`src/rtl/iic_init_seq_if.sv`:
```
// Bus between the init sequencer, its init ROM and the IIC master.
// "master" is the sequencer side; "slave" is the ROM plus IIC master side.
interface iic_init_seq_if #(
    parameter int ROM_AW = 7,
    parameter int AB_W   = 8,
    parameter int DB_W   = 8
);
    logic [ROM_AW-1:0]    rom_addr;
    logic [AB_W+DB_W-1:0] rom_data;
    logic                 tiic_en;
    logic [AB_W-1:0]      tiic_ab;
    logic [DB_W-1:0]      tiic_db;
    logic                 iic_done;
    logic                 iic_nack;

    modport master (
        output rom_addr, tiic_en, tiic_ab, tiic_db,
        input  rom_data, iic_done, iic_nack
    );

    modport slave (
        input  rom_addr, tiic_en, tiic_ab, tiic_db,
        output rom_data, iic_done, iic_nack
    );
endinterface

```
`src/rtl/iic_init_seq.sv`:
```
// Register-initialisation sequencer: walks an init table held in ROM and issues one IIC write
// per entry, with retries, in-table delay/end markers, a power-up delay and restart on start.
module iic_init_seq #(
    parameter int              ROM_AW      = 7,
    parameter int              NUM_ENTRIES = 120,
    parameter int              AB_W        = 8,
    parameter int              DB_W        = 8,
    parameter int              PWRUP_CYC   = 1000000,
    parameter int              GAP_CYC     = 30000,
    parameter int              ACK_TO_CYC  = 200000,
    parameter int              MAX_RETRY   = 3,
    parameter logic [AB_W-1:0] DELAY_TAG   = AB_W'(8'hFF),
    parameter logic [AB_W-1:0] END_TAG     = AB_W'(8'hFE)
) (
    input  logic              clk,
    input  logic              rst,
    input  logic              start,
    iic_init_seq_if.master    bus,
    output logic              busy,
    output logic              init_done,
    output logic              init_err,
    output logic [ROM_AW-1:0] err_idx
);

    // One shared delay counter must cover the longest wait of any counting state.
    localparam int DLY_MAX = ((2 ** DB_W) - 1) * GAP_CYC;
    localparam int MAX_A   = (PWRUP_CYC > DLY_MAX) ? PWRUP_CYC : DLY_MAX;
    localparam int CNT_MAX = (MAX_A > ACK_TO_CYC) ? MAX_A : ACK_TO_CYC;
    localparam int CNT_W   = $clog2(CNT_MAX + 1);
    localparam int RETRY_W = (MAX_RETRY < 1) ? 1 : $clog2(MAX_RETRY + 1);

    typedef enum logic [3:0] {
        IDLE, PWRUP, FETCH, DECODE, REQ, WAIT, GAP, DLY, DONE, ERR
    } state_t;

    state_t             state;
    state_t             state_next;
    logic [CNT_W-1:0]   cnt;
    logic [CNT_W-1:0]   cnt_lim;
    logic [CNT_W-1:0]   dly_lim;
    logic [RETRY_W-1:0] retry;
    logic               retry_pend;
    logic [AB_W-1:0]    rom_ab;
    logic [DB_W-1:0]    rom_db;
    logic [DB_W-1:0]    dly_mult;
    logic               cnt_hit;
    logic               counting;
    logic               last_entry;
    logic               can_retry;
    logic               wait_ok;
    logic               wait_fail;

    assign rom_ab     = bus.rom_data[AB_W+DB_W-1 -: AB_W];
    assign rom_db     = bus.rom_data[DB_W-1:0];
    assign dly_mult   = (rom_db == '0) ? DB_W'(1) : rom_db;
    assign last_entry = (bus.rom_addr == ROM_AW'(NUM_ENTRIES - 1));
    assign can_retry  = (retry < RETRY_W'(MAX_RETRY));
    assign counting   = (state == PWRUP) || (state == WAIT) || (state == GAP) || (state == DLY);
    assign cnt_hit    = (cnt == cnt_lim);
    // A done arriving on the very cycle the timeout expires still counts as a response.
    assign wait_ok    = (state == WAIT) && bus.iic_done && !bus.iic_nack;
    assign wait_fail  = (state == WAIT) && (bus.iic_done ? bus.iic_nack : cnt_hit);

    always_comb begin
        cnt_lim = '0;
        case (state)
            PWRUP:   cnt_lim = CNT_W'(PWRUP_CYC - 1);
            WAIT:    cnt_lim = CNT_W'(ACK_TO_CYC - 1);
            GAP:     cnt_lim = CNT_W'(GAP_CYC - 1);
            DLY:     cnt_lim = dly_lim - CNT_W'(1);
            default: cnt_lim = '0;
        endcase
    end

    always_ff @(posedge clk or posedge rst) begin
        if (rst) state <= PWRUP;
        else     state <= state_next;
    end

    always_comb begin
        state_next = state;
        if (start) begin
            state_next = PWRUP;
        end else begin
            case (state)
                IDLE:   state_next = IDLE;
                PWRUP:  if (cnt_hit) state_next = FETCH;
                FETCH:  state_next = DECODE;
                DECODE: begin
                    if (rom_ab == END_TAG)        state_next = DONE;
                    else if (rom_ab == DELAY_TAG) state_next = DLY;
                    else                          state_next = REQ;
                end
                REQ:    state_next = WAIT;
                WAIT: begin
                    if (wait_ok)        state_next = GAP;
                    else if (wait_fail) state_next = can_retry ? GAP : ERR;
                end
                // A pending retry re-issues the same entry instead of advancing.
                GAP: begin
                    if (cnt_hit) begin
                        if (retry_pend)      state_next = REQ;
                        else if (last_entry) state_next = DONE;
                        else                 state_next = FETCH;
                    end
                end
                DLY:    if (cnt_hit) state_next = last_entry ? DONE : FETCH;
                DONE:   state_next = DONE;
                ERR:    state_next = ERR;
                default: state_next = PWRUP;
            endcase
        end
    end

    always_ff @(posedge clk or posedge rst) begin
        if (rst) begin
            cnt          <= '0;
            dly_lim      <= '0;
            retry        <= '0;
            retry_pend   <= 1'b0;
            err_idx      <= '0;
            bus.rom_addr <= '0;
            bus.tiic_ab  <= '0;
            bus.tiic_db  <= '0;
        end else if (start) begin
            cnt          <= '0;
            retry        <= '0;
            retry_pend   <= 1'b0;
            bus.rom_addr <= '0;
        end else begin
            if (counting && (state_next == state)) cnt <= cnt + CNT_W'(1);
            else                                   cnt <= '0;
            case (state)
                PWRUP: if (cnt_hit) bus.rom_addr <= '0;
                DECODE: begin
                    if (rom_ab == DELAY_TAG) begin
                        dly_lim <= CNT_W'(dly_mult) * CNT_W'(GAP_CYC);
                    end else if (rom_ab != END_TAG) begin
                        bus.tiic_ab <= rom_ab;
                        bus.tiic_db <= rom_db;
                        retry       <= '0;
                    end
                end
                WAIT: begin
                    if (wait_fail) begin
                        if (can_retry) begin
                            retry      <= retry + RETRY_W'(1);
                            retry_pend <= 1'b1;
                        end else begin
                            err_idx    <= bus.rom_addr;
                        end
                    end
                end
                GAP: begin
                    if (cnt_hit) begin
                        retry_pend <= 1'b0;
                        if (state_next == FETCH) bus.rom_addr <= bus.rom_addr + ROM_AW'(1);
                    end
                end
                DLY: if (cnt_hit && (state_next == FETCH)) bus.rom_addr <= bus.rom_addr + ROM_AW'(1);
                default: ;
            endcase
        end
    end

    // A start arriving during REQ suppresses the request so the master never sees an orphan write.
    always_comb begin
        bus.tiic_en = (state == REQ) && !start;
        busy        = (state != IDLE) && (state != DONE) && (state != ERR);
        init_done   = (state == DONE);
        init_err    = (state == ERR);
    end

endmodule

```
`src/flat_wrapper.sv`:
```
// flat-port wrapper written by rule: the top's interface ports become plain ports
module iic_init_seq_flat 
#(
    parameter int              ROM_AW      = 7,
    parameter int              NUM_ENTRIES = 120,
    parameter int              AB_W        = 8,
    parameter int              DB_W        = 8,
    parameter int              PWRUP_CYC   = 1000000,
    parameter int              GAP_CYC     = 30000,
    parameter int              ACK_TO_CYC  = 200000,
    parameter int              MAX_RETRY   = 3,
    parameter logic [AB_W-1:0] DELAY_TAG   = AB_W'(8'hFF),
    parameter logic [AB_W-1:0] END_TAG     = AB_W'(8'hFE)
)
  (clk, rst, start, busy, init_done, init_err, err_idx, bus_rom_addr, bus_tiic_en, bus_tiic_ab, bus_tiic_db, bus_rom_data, bus_iic_done, bus_iic_nack);
  iic_init_seq_if #(.ROM_AW(ROM_AW), .AB_W(AB_W), .DB_W(DB_W)) bus_i ();
  input  logic clk;
  input  logic rst;
  input  logic start;
  output logic busy;
  output logic init_done;
  output logic init_err;
  output logic [ROM_AW-1:0] err_idx;
  output wire logic [$bits(bus_i.rom_addr)-1:0] bus_rom_addr;
  output wire logic [$bits(bus_i.tiic_en)-1:0] bus_tiic_en;
  output wire logic [$bits(bus_i.tiic_ab)-1:0] bus_tiic_ab;
  output wire logic [$bits(bus_i.tiic_db)-1:0] bus_tiic_db;
  input wire logic [$bits(bus_i.rom_data)-1:0] bus_rom_data;
  input wire logic [$bits(bus_i.iic_done)-1:0] bus_iic_done;
  input wire logic [$bits(bus_i.iic_nack)-1:0] bus_iic_nack;
  assign bus_rom_addr = bus_i.rom_addr;
  assign bus_tiic_en = bus_i.tiic_en;
  assign bus_tiic_ab = bus_i.tiic_ab;
  assign bus_tiic_db = bus_i.tiic_db;
  assign bus_i.rom_data = bus_rom_data;
  assign bus_i.iic_done = bus_iic_done;
  assign bus_i.iic_nack = bus_iic_nack;
  iic_init_seq #(.ROM_AW(ROM_AW), .NUM_ENTRIES(NUM_ENTRIES), .AB_W(AB_W), .DB_W(DB_W), .PWRUP_CYC(PWRUP_CYC), .GAP_CYC(GAP_CYC), .ACK_TO_CYC(ACK_TO_CYC), .MAX_RETRY(MAX_RETRY), .DELAY_TAG(DELAY_TAG), .END_TAG(END_TAG)) u_core (.clk(clk), .rst(rst), .start(start), .bus(bus_i), .busy(busy), .init_done(init_done), .init_err(init_err), .err_idx(err_idx));
endmodule
```
`config.mk`:
```
export PLATFORM = sky130hd
export DESIGN_NAME = iic_init_seq_flat
export DESIGN_NICKNAME = d
export VERILOG_FILES = /design/src/rtl/iic_init_seq_if.sv /design/src/rtl/iic_init_seq.sv /design/src/flat_wrapper.sv
export SDC_FILE = /design/constraint.sdc
export NUM_CORES = 1
export LEC_CHECK = 0
export ABC_AREA = 1
export CAP_MARGIN = 20
export CELL_PAD_IN_SITES_DETAIL_PLACEMENT = 0
export CELL_PAD_IN_SITES_GLOBAL_PLACEMENT = 2
export CORE_MARGIN = 10
export CORE_UTILIZATION = 36
export CTS_BUF_LIST = sky130_fd_sc_hd__clkbuf_4
export DETAILED_ROUTE_END_ITERATION = 7
export PLACE_DENSITY_LB_ADDON = 0.1
export SLEW_MARGIN = 5
export SYNTH_ARGS = -nofsm -noshare
export SYNTH_HDL_FRONTEND = slang
export SYNTH_SLANG_ARGS = --single-unit
```
`constraint.sdc`:
```
create_clock -name clk -period 3.47 [get_ports clk]
set_input_delay 0.694 -clock clk [delete_from_list [all_inputs] [get_ports clk]]
set_output_delay 0.694 -clock clk [all_outputs]
set_load 0.005 [all_outputs]
```
# Word level (Yosys, flattened, before mapping)
# Index checks and enable logic that the tools add are counted.
[word_totals]
regBits = 79
out_inout_bits = 34
word_cells = 103
[op_classes]
n_addsub = 4
mul = 1
order_cmp = 1
eq_ne = 26
n_mux = 34
n_bitwise = 3
n_reduce_logical = 25
[ops]
columns = ["cell", "count"]
rows = [
  ["23-bit case mux with 4 select lines", 1],
  ["23-bit 2-to-1 mux", 2],
  ["4-bit 2-to-1 mux", 10],
  ["4-bit case mux with 10 select lines", 1],
  ["7-bit 2-to-1 mux", 5],
  ["23-bit by 1-bit adder with 23-bit output, second input constant", 1],
  ["23-bit == test", 1],
  ["23-bit by 1-bit subtractor with 23-bit output, second input constant", 1],
  ["7-bit case mux with 3 select lines", 1],
  ["8-bit by 11-bit multiplier with 19-bit output, second input constant", 1],
  ["4-bit by 3-bit == test with 1-bit output, second input constant", 4],
  ["8-bit == test, second input constant", 2],
  ["3-bit by 2-bit inequality test with 1-bit output, second input constant", 5],
  ["4-bit by 2-bit == test with 1-bit output, second input constant", 3],
  ["2-bit 2-to-1 mux", 6],
  ["4-bit AND reduction", 3],
  ["5-bit AND reduction", 2],
  ["3-bit inequality test, second input constant", 3],
  ["4-bit == test, second input constant", 2],
  ["1-bit logical AND", 8],
  ["8-bit zero test", 1],
  ["8-bit 2-to-1 mux", 1],
  ["4-bit inequality test, second input constant", 2],
  ["8-bit inequality test, second input constant", 1],
  ["other kinds (16)", 27],
]

# Longest topological paths before layout
# Gate-level depths: netlist of run 1.
[depth]
depth_word = 14
depth_mapped = 31

# Worst setup path before layout of run 1
# No wires, ideal clock.
[synth_timing]
path_type = "input to register"
start = "input port bus_rom_data[6]"
end = "register u_core.dly_lim[21]"
setup_time_ns = 0.132
arrival_ns = 4.829
t_required_ns = 3.338
path_slack_ns = -1.491
stages = 27
n_path_buf = 0
path_cell_list = "inv_1 ha_1 nand4_1 inv_1 nor2_1 ha_1 ha_1 inv_1 fa_1 fa_1 inv_1 ha_1 nand3b_1 nand2_1 nand2_1 a21oi_1 o21ai_0 nand2_1 a21oi_1 o21bai_1 nand2_1 inv_1 o21ai_0 nand2_1 or2_2 nand3_1 o21ai_0"
[synth_between]
elab_chain_cells = 3
[synth_rtl]
columns = ["element", "line", "rtl"]
rows = [
  ["start, declared", "flat_wrapper.sv:28", "input wire logic [$bits(bus_i.rom_data)-1:0] bus_rom_data;"],
  ["8-bit zero test", "iic_init_seq.sv:55", "assign dly_mult = (rom_db == '0) ? DB_W'(1) : rom_db;"],
  ["8-bit 2-to-1 mux (*)", "iic_init_seq.sv:55", ""],
  ["8-bit by 11-bit multiplier with 19-bit output (*)", "iic_init_seq.sv:137", "dly_lim <= CNT_W'(dly_mult) * CNT_W'(GAP_CYC);"],
  ["end signal, assigned", "iic_init_seq.sv:137", ""],
  ["end, declared", "iic_init_seq.sv:40", "logic [CNT_W-1:0] dly_lim;"],
]
# Mark *: on every way between the ends. The rest lies on a longest branch, timed or not.
# A chain may end at the register's enable or synchronous reset.

# Worst setup path in the final report of run 1
[layout_timing]
start = "input port bus_rom_data[4]"
end = "register u_core.dly_lim[22]"
# The elaborated chain is that of the path after synthesis.

==> reports/qor_table.md, run 1 <==
| Stage | Item | Value |
|---|---|---|
| worst setup path | Data arrival time of the worst path | 4.89 ns |
| sta | Worst slew margin relative to its limit | 0.524 |
| grt | Via count of the first global-routing pass | 6,221 |
| power and ir drop | Static Leak | 4.06 nW |
| clock network | # hold bufs at CTS | 0 |
| power and ir drop | Total Power Consumption | 3.58 mW |
| power and ir drop | Clock share of power | 0.180 |
| route | DRC violation count after routing | 0 |
| finish | Top library cells by usage in the layout, fill and taps aside | sky130_fd_sc_hd__nand2_1 (188), sky130_fd_sc_hd__inv_1 (123), sky130_fd_sc_hd__nor2_1 (83) |
| floorplanning | Horizontal extent of the die | 156 µm |
| sta | Highest clock rate | 222 MHz |
| flow run | Maximum capacitance violations | 0 |
| hold path | Worst Min Path Start | u_core.err_idx[1] |
| sta | Pins over their slew limit | 0 |
| grt | Number of antenna violations at the first check in global routing | 1 |
| route | Antenna Nets Post-Route | 0 |
| placed design | Global placer's final weighted congestion | 0.886 |
| finish | Flip-flop and latch area | 1980 µm² |
| synthesis | Synth warn | 0 |
| route | Detailed-route wire length | 18,200 µm |
| clock network | Bufs on Longest Clock Path | 2 |
| power and ir drop | Maximum ir drop on the vdd rail | 0.000223 V |
| sta | Final min period | 4.50 ns |
| status | Status | complete, but fails checks |
| grt | First-pass GRT wire length | 30,500 µm |
| worst setup path | CP endpoint kind | register |
| placed design | Count of buffers from port buffering | 54 |
| floorplanning | Core region area | 18,100 µm² |
| floorplanning | I/O Pins | 55 |
| finish | # nets final | 1,124 |
| sta | Final count of negative-setup-slack endpoints | 12 |
| hold path | Kind of path behind the tightest hold check | register to register |
| power and ir drop | Internal power of the cells | 2.30 mW |
| route | DR pass1 iterations | 5 |
| placed design | Standard cell area after detailed placement | 8240 µm² |
| synthesis | Count of flip-flops with a built-in enable after synthesis | 0 |
| grt | Pin count of the biggest net entering global routing | 45 |
| finish | Summed area of non-filler cells in the final layout | 8720 µm² |
| clock network | Deepest level of the CTS H-tree | 3 |
| power and ir drop | Power dissipated by switching net loads | 1.28 mW |
| route | Detailed-route vias per instance | 4.76 |
| synthesis | Mapped cell area | 6690 µm² |
| synthesis | Share of flip-flops with an asynchronous set or reset | 1.00 |
| synthesis | Primary FF master, synth | sky130_fd_sc_hd__dfrtp_1 |
| finish | Utilization of the core after routing | 0.481 |
| placed design | Detailed placer's ending HPWL | 14,600 µm |
| clock network | TritonCTS buffer count | 9 |
| synthesis | Flip-flop and latch count after synthesis | 79 |
| grt | Overall track demand over capacity in global routing | 0.153 |
| synthesis | Mapped Cells | 895 |
| worst setup path | CP Launch Point | bus_rom_data[4] |
| synthesis | Net count of the mapped netlist | 993 |
| floorplanning | Starting utilization of the core area | 0.369 |
| power and ir drop | Power share of the sequential group | 0.303 |
| floorplanning | Site Rows | 49 |
| clock network | Register clock-pin slew on the reported worst setup and hold paths | 0.13 ns |
| finish | Most frequent standard cell in the layout excluding fill and tap cells | sky130_fd_sc_hd__nand2_1 |
| floorplanning | Chip height | 156 µm |
| floorplanning | Die footprint | 24,400 µm² |
| sta | Worst Hold Slack | 0.495 ns |
| power and ir drop | Pwr dens | 411 nW/µm² |
| grt | Leftover overflow at the end of global routing | 0 |
| power and ir drop | Net switching share of the total power | 0.357 |
| worst setup path | Required time of the critical path | 3.86 ns |
| status | Violated checks | setup timing |
| worst setup path | Maximum fanout along the worst path | 5 |
| route | Wire length per cell after detailed routing | 14.4 µm |
| sta | Slew @ Worst Pin | 0.714 ns |
| finish | Multi-input logic area | 4410 µm² |
| synthesis | Count of different cell masters after synthesis | 42 |
| sta | Final worst path period share | 1.30 |
| worst setup path | Critical R2R Launch | u_core.dly_lim[6] |
| synthesis | Per-instance average area after synthesis | 7.48 µm² |
| worst setup path | Critical path launch point type | input port |
| clock network | Clock latency of the later-clocked register in the worst-skew pair | 0.46 ns |
| sta | Worst clock skew on the final layout | 0.0332 ns |
| sta | Count of endpoints failing hold in the final timing report | 0 |
| synthesis | Part of the Yosys area used for sequential elements | 0.296 |
| finish | Fillcell total | 1,771 |
| sta | Unrepaired setup endpoints after global routing | true |
| finish | Fraction of final layout cells with drive strength greater than 1 | 0.235 |
| clock network | Sink count of the clock tree | 79 |
| worst setup path | Worst Setup Path Type | input port to register |
| sta | Setup ws final | -1.03 ns |
| clock network | TritonCTS clock tree | done |
| route | Count of routing violations after the opening detailed-route iteration | 280 |
| route | Total vias in the final route | 6,000 |
| finish | Area added between synthesis and finish | 30.3% |
| clock network | Root Driver | sky130_fd_sc_hd__clkbuf_4 |
| power and ir drop | Combinational share of power | 0.517 |
[power by group through the flow]
stage | registers (mW) | logic [mW] | clock network (mW)
6_report | 1.08 | 1.85 | 0.645
5_1_grt | 1.10 | 2.06 | 0.704
4_1_cts | 1.09 | 1.74 | 0.674
3_5_place_dp | 1.10 | 1.60 | 0
3_3_place_gp | 1.10 | 1.59 | 0
2_1_floorplan | 1.10 | 0.891 | 0
[flip-flops by register name (all words and copies together), names as in the netlist, 2 cells and up]
register             flops
u_core.retry             2
u_core.state             4
u_core.bus.tiic_ab       8
u_core.dly_lim          19
u_core.err_idx           7
u_core.cnt              23
u_core.bus.rom_addr      7
u_core.bus.tiic_db       8
[kinds of logic (layout without fill, tap and decap cells)]
family | count (synthesis) | after routing | synth area share
flip-flops | 79 | 79 | 0.296
adder cells (fa/ha/maj) | 77 | 77 | 0.169
AND/OR/NAND/NOR | 452 | 453 | 0.321
AO/OA/AOI/OAI | 86 | 86 | 0.0694
buffers and inverters | 168 | 302 | 0.101
multiplexers | 3 | 3 | 0.00505
XOR/XNOR | 30 | 30 | 0.0393
other | 0 | 1 | 0
[per-layer routing]
metal | GRT usage | share of wire | routed length, µm
met5 | 0 | 0 | 0
met4 | 0.0571 | 0.022 | 396
met3 | 0.0200 | 0.023 | 416
met2 | 0.275 | 0.50 | 9130
met1 | 0.182 | 0.45 | 8240
[worst paths after layout]
| check | slack, ns | depth (start not counted) | to |
|---|---|---|---|
| hold reg to reg | 0.49 | 2 | u_core.err_idx[1] |
| hold / removal | 0.49 | 2 | u_core.err_idx[1] |
| setup reg to reg | 0.36 | 19 | u_core.bus.rom_addr[6] |
| min in group asynchronous | 0.62 | 2 | u_core.err_idx[5] |
| setup / recovery | -1.03 | 27 | u_core.dly_lim[22] |
| max in group asynchronous | 2.16 | 3 | u_core.dly_lim[12] |
[cells in the mapped netlist, types with 2 or more instances]
cell type,instances,area [µm²]
sky130_fd_sc_hd__nand2_1,197,739
sky130_fd_sc_hd__inv_1,142,533
sky130_fd_sc_hd__nor2_1,95,357
sky130_fd_sc_hd__dfrtp_1,78,1950
sky130_fd_sc_hd__nand3_1,72,360
sky130_fd_sc_hd__ha_1,55,688
sky130_fd_sc_hd__o21ai_0,46,230
sky130_fd_sc_hd__xor2_1,27,236
sky130_fd_sc_hd__a21oi_1,23,115
sky130_fd_sc_hd__nor3_2,23,230
sky130_fd_sc_hd__fa_1,22,440
sky130_fd_sc_hd__nand4_1,13,81.3
sky130_fd_sc_hd__nor2_2,12,75.1
sky130_fd_sc_hd__nor3_1,11,55.1
sky130_fd_sc_hd__clkbuf_1,10,37.5
sky130_fd_sc_hd__nand2_2,8,50.1
sky130_fd_sc_hd__o21bai_1,7,52.6
sky130_fd_sc_hd__inv_2,6,22.5
sky130_fd_sc_hd__buf_6,5,56.3
sky130_fd_sc_hd__nand3_2,4,40.0
sky130_fd_sc_hd__mux2_2,3,33.8
sky130_fd_sc_hd__nor2_4,3,33.8
sky130_fd_sc_hd__nor4_1,3,18.8
sky130_fd_sc_hd__o21ai_1,3,15.0
sky130_fd_sc_hd__or2_2,3,18.8
sky130_fd_sc_hd__xnor2_1,3,26.3
sky130_fd_sc_hd__buf_4,2,15.0
sky130_fd_sc_hd__clkinv_1,2,7.51
sky130_fd_sc_hd__nand3b_1,2,15.0
sky130_fd_sc_hd__o21a_1,2,15.0
sky130_fd_sc_hd__o31ai_1,2,15.0
[layout make-up]
cell class                 count  area share
timing repair buffer         137       0.144
clock buffer                  10     0.00861
tap                          229      0.0329
sequential                    79       0.227
antenna                        1    0.000287
inverter                     150      0.0726
multi-input combinational    649       0.505
clock inverter                 5     0.00947
[worst max-delay path: stages]
cell and delay (ns):
sky130_fd_sc_hd__buf_12 0.11, sky130_fd_sc_hd__inv_12 0.04, sky130_fd_sc_hd__ha_4 0.11, sky130_fd_sc_hd__nand4_1 0.17, sky130_fd_sc_hd__inv_4 0.17, sky130_fd_sc_hd__buf_12 0.12, sky130_fd_sc_hd__nor2_4 0.04, sky130_fd_sc_hd__fa_1 0.54
sky130_fd_sc_hd__inv_1 0.05, sky130_fd_sc_hd__fa_1 0.46, sky130_fd_sc_hd__fa_1 0.51, sky130_fd_sc_hd__inv_1 0.05, sky130_fd_sc_hd__fa_1 0.48, sky130_fd_sc_hd__ha_4 0.31, sky130_fd_sc_hd__buf_6 0.09, sky130_fd_sc_hd__nand2_2 0.04
sky130_fd_sc_hd__inv_2 0.06, sky130_fd_sc_hd__nor2_2 0.03, sky130_fd_sc_hd__o21bai_1 0.16, sky130_fd_sc_hd__nand2_1 0.08, sky130_fd_sc_hd__nand2_2 0.09, sky130_fd_sc_hd__nand2_2 0.06, sky130_fd_sc_hd__a21boi_2 0.14, sky130_fd_sc_hd__nor2_1 0.06
sky130_fd_sc_hd__nand2_1 0.06, sky130_fd_sc_hd__nand3_1 0.09, sky130_fd_sc_hd__nand2_1 0.06
[through the flow]
step                      TNS (ns)  setup slack (ns)  std cells
after floorplan              -7.19             -1.20        895
after global placement      -18.77             -1.99       1235
after detailed placement    -19.58             -2.04       1235
after CTS                    -7.16             -1.08       1256
after global routing         -7.96             -1.18       1260
final                        -6.43             -1.03       1260
[what timing repair did]
action,in CTS,in global routing
hold endpoints to repair,0,0
gates resized for setup,55,60
setup endpoints to repair,14,32
pin swaps,37,55
gates cloned,0,1
setup buffers,12,9
No activity file was read; power rests on OpenSTA's default activity.
==> run 2: changes to the inputs <==
Settings changed: HOLD_SLACK_MARGIN set to 0.15, SETUP_SLACK_MARGIN set to 0.02.
==> run 2 against run 1 <==
The run still ends with setup timing left. Clock skew barely moved. Fmax about the same. Non-clock buffer count unchanged. Die area unchanged. First-iteration DRC count grew 2.1%. Critical endpoint unchanged. Combinational power about the same. Highest routed layer unchanged. Largest power group unchanged. Sequential share of layout area about the same. Cell area is essentially flat. Worst hold slack about the same.
==> reports/qor_table.md, run 2 (synthesized netlist as in run 1, its figures left out) <==
| Stage | Item | Value | Change |
|---|---|---|---|
| status | Status | complete, but fails checks |  |
| status | Violated checks | setup timing |  |
| worst setup path | Data arrival time of the worst path | 4.89 ns | about the same |
| worst setup path | Critical R2R Launch | u_core.dly_lim[6] |  |
| finish | Largest register by flop count | u_core.cnt |  |
| route | Antenna Nets Post-Route | 0 | unchanged |
| grt | Pin count of the biggest net entering global routing | 45 | unchanged |
| flow run | Maximum capacitance violations | 0 | unchanged |
| placed design | Worst setup slack before clock tree synthesis | -2.04 ns | unchanged |
| grt | Leftover overflow at the end of global routing | 0 | unchanged |
| sta | Worst slew margin relative to its limit | 0.522 | -0.00138 |
| grt | Via count of the first global-routing pass | 6,221 | unchanged |
| worst setup path | Cell with the largest stage delay on the worst path | sky130_fd_sc_hd__fa_1 |  |
| placed design | Detailed placer's ending HPWL | 14,600 µm | unchanged |
| route | DRC violation count after routing | 0 | unchanged |
| worst setup path | Critical path launch point type | input port |  |
| sta | Pins over their slew limit | 0 | unchanged |
| finish | Fraction of final layout cells with drive strength greater than 1 | 0.236 | +0.000971 |
| clock network | TritonCTS buffer count | 9 | unchanged |
| sta | Final min period | 4.50 ns | +0.00245 ns |
| placed design | Number of cells in the design after placement | 1,235 | unchanged |
| route | Count of routing violations after the opening detailed-route iteration | 286 | +2.1% |
| placed design | Global placer's final weighted congestion | 0.886 | unchanged |
| finish | Final cell count without fillers | 1,260 | unchanged |
| hold path | Kind of path behind the tightest hold check | register to register |  |
| power and ir drop | Maximum ir drop on the vdd rail | 0.000223 V | about the same |
| route | Total vias in the final route | 6,004 | +0.067% |
| finish | # nets final | 1,124 | unchanged |
| route | DR pass1 iterations | 4 | -1 |
| floorplanning | I/O Pins | 55 | unchanged |
| finish | Top library cells by usage in the layout, fill and taps aside | sky130_fd_sc_hd__nand2_1 (188), sky130_fd_sc_hd__inv_1 (123), sky130_fd_sc_hd__nor2_1 (82) |  |
| worst setup path | Worst Setup Path Type | input port to register |  |
| finish | Area added between synthesis and finish | 30.4% | about the same |
| worst setup path | CP endpoint kind | register |  |
| floorplanning | Die footprint | 24,400 µm² | unchanged |
| finish | Regs by FF count | u_core.cnt: 23 flops, u_core.dly_lim: 19 flops |  |
| clock network | Root Driver | sky130_fd_sc_hd__clkbuf_4 |  |
| clock network | Sink count of the clock tree | 79 | unchanged |
| sta | Setup ws final | -1.03 ns | -0.00245 ns |
| clock network | Deepest level of the CTS H-tree | 3 | unchanged |
| sta | Slew @ Worst Pin | 0.716 ns | +0.00207 ns |
| worst setup path | Maximum fanout along the worst path | 5 | unchanged |
| sta | Worst clock skew on the final layout | 0.0332 ns | +0.0000558 ns |
| power and ir drop | Pwr dens | 410 nW/µm² | about the same |
| grt | Overall track demand over capacity in global routing | 0.153 | unchanged |
| sta | Final count of negative-setup-slack endpoints | 12 | unchanged |
| power and ir drop | Static Leak | 4.06 nW | about the same |
| grt | Number of antenna violations at the first check in global routing | 1 | unchanged |
| worst setup path | CP Launch Point | bus_rom_data[4] |  |
| finish | Number of flip-flops under the largest register name | 23 | unchanged |
| sta | Highest clock rate | 222 MHz | about the same |
| floorplanning | Site Rows | 49 | unchanged |
| route | Detailed-route vias per instance | 4.77 | about the same |
| sta | Count of endpoints failing hold in the final timing report | 0 | unchanged |
| clock network | Bufs on Longest Clock Path | 2 | unchanged |
| worst setup path | Critical path's largest stage delay | 0.54 ns | about the same |
| worst setup path | Required time of the critical path | 3.86 ns | about the same |
| worst setup path | Largest delay contributor family on the critical path | adder cells |  |
| finish | Utilization of the core after routing | 0.481 | about the same |
| sta | Unrepaired setup endpoints after global routing | true |  |
| worst setup path | Bufs and invs on worst path | 8 | unchanged |
| clock network | TritonCTS clock tree | done |  |
| clock network | Clock latency of the later-clocked register in the worst-skew pair | 0.46 ns | about the same |
| floorplanning | Starting utilization of the core area | 0.369 | unchanged |
| finish | Most frequent standard cell in the layout excluding fill and tap cells | sky130_fd_sc_hd__nand2_1 |  |
| sta | Final worst path period share | 1.30 | about the same |
| floorplanning | Core region area | 18,100 µm² | unchanged |
| route | Detailed-route wire length | 18,200 µm | +0.10% |
| floorplanning | Chip height | 156 µm | unchanged |
| sta | Final total negative setup slack | -6.46 ns | -0.0294 ns |
| worst setup path | Cell repeated most along the worst path | sky130_fd_sc_hd__fa_1 |  |
| floorplanning | Horizontal extent of the die | 156 µm | unchanged |
| worst setup path | Setup slack, reg-to-reg | 0.37 ns | about the same |
| clock network | Register clock-pin slew on the reported worst setup and hold paths | 0.13 ns | about the same |
| placed design | Count of buffers from port buffering | 54 | unchanged |
| route | Wire length per cell after detailed routing | 14.4 µm | +0.10% |
| grt | First-pass GRT wire length | 30,500 µm | unchanged |
| hold path | Worst Min Path Start | u_core.err_idx[1] |  |
-- run 2: per-stage QoR --
step	cell area (µm²)	total power, mW	hold WS [ns]
after detailed placement	8240	2.70	0.473
after CTS	8540	3.50	0.504
after floorplan	6920	1.99	0.453
final	8730	3.58	0.495
after global placement	8240	2.69	0.466
after global routing	8730	3.87	0.521
-- run 2: power by group --
part | switching (mW) | internal [mW]
Sequential | 0.0627 | 1.02
Clock | 0.345 | 0.299
Combinational | 0.871 | 0.983
Total | 1.28 | 2.30
-- run 2: what timing repair did --
action,4_1_cts,5_1_grt
endpoints found under the setup margin,14,43
pin swaps,37,55
resized for setup,55,62
buffers inserted,12,9
endpoints found under the hold margin,0,0
hold buffers,0,0
gates cloned,0,1
-- run 2: cell type report --
type	count	area [µm²]
sequential	79	1980
clock inverter	5	82.6
tap	229	287
clock buffer	10	75.1
multi-input combinational	649	4410
inverter	150	633
antenna	1	2.50
timing repair buffer	137	1260
fill	1771	9420
-- run 2: path summary, 6_finish.rpt --
| path | end | depth (start not counted) |
|---|---|---|
| max in group asynchronous | u_core.dly_lim[12] | 3 |
| hold reg to reg | u_core.err_idx[1] | 2 |
| setup reg to reg | u_core.bus.rom_addr[6] | 19 |
| hold / removal | u_core.err_idx[1] | 2 |
| min in group asynchronous | u_core.err_idx[5] | 2 |
| setup / recovery | u_core.dly_lim[22] | 27 |
-- run 2: worst register-to-register path: stages (launching register included) --
cell	delay [ns]
sky130_fd_sc_hd__dfrtp_1	0.45
sky130_fd_sc_hd__nor2_2	0.11
sky130_fd_sc_hd__nand2_1	0.16
sky130_fd_sc_hd__nor2_2	0.25
sky130_fd_sc_hd__nand2_1	0.13
sky130_fd_sc_hd__o21ai_1	0.28
sky130_fd_sc_hd__nand3_1	0.11
sky130_fd_sc_hd__nand2_1	0.07
sky130_fd_sc_hd__nand4_1	0.19
sky130_fd_sc_hd__nor2_4	0.22
sky130_fd_sc_hd__nand2_2	0.10
sky130_fd_sc_hd__nand2_2	0.08
sky130_fd_sc_hd__nand4_2	0.10
sky130_fd_sc_hd__nand2_1	0.09
sky130_fd_sc_hd__nand2_1	0.08
sky130_fd_sc_hd__nor2_1	0.18
sky130_fd_sc_hd__nand3_4	0.16
sky130_fd_sc_hd__nand2_4	0.13
sky130_fd_sc_hd__nand2_1	0.08
sky130_fd_sc_hd__nand2_1	0.06
-- run 2: routing by layer --
| layer | vias to the layer above | global-route usage | share of wire |
|---|---|---|---|
| met3 | 24 | 0.0200 | 0.024 |
| met1 | 2806 | 0.182 | 0.45 |
| met5 | - | 0 | 0 |
| li1 | 3102 | - | - |
| met2 | 72 | 0.275 | 0.50 |
| met4 | 0 | 0.0571 | 0.022 |
==> run 3: changes to the inputs <==
Settings changed: SETUP_SLACK_MARGIN 0.02 to not set.
==> results of run 3 <==
Same layout as run 1: the final DEF is identical, and so are final timing and power.
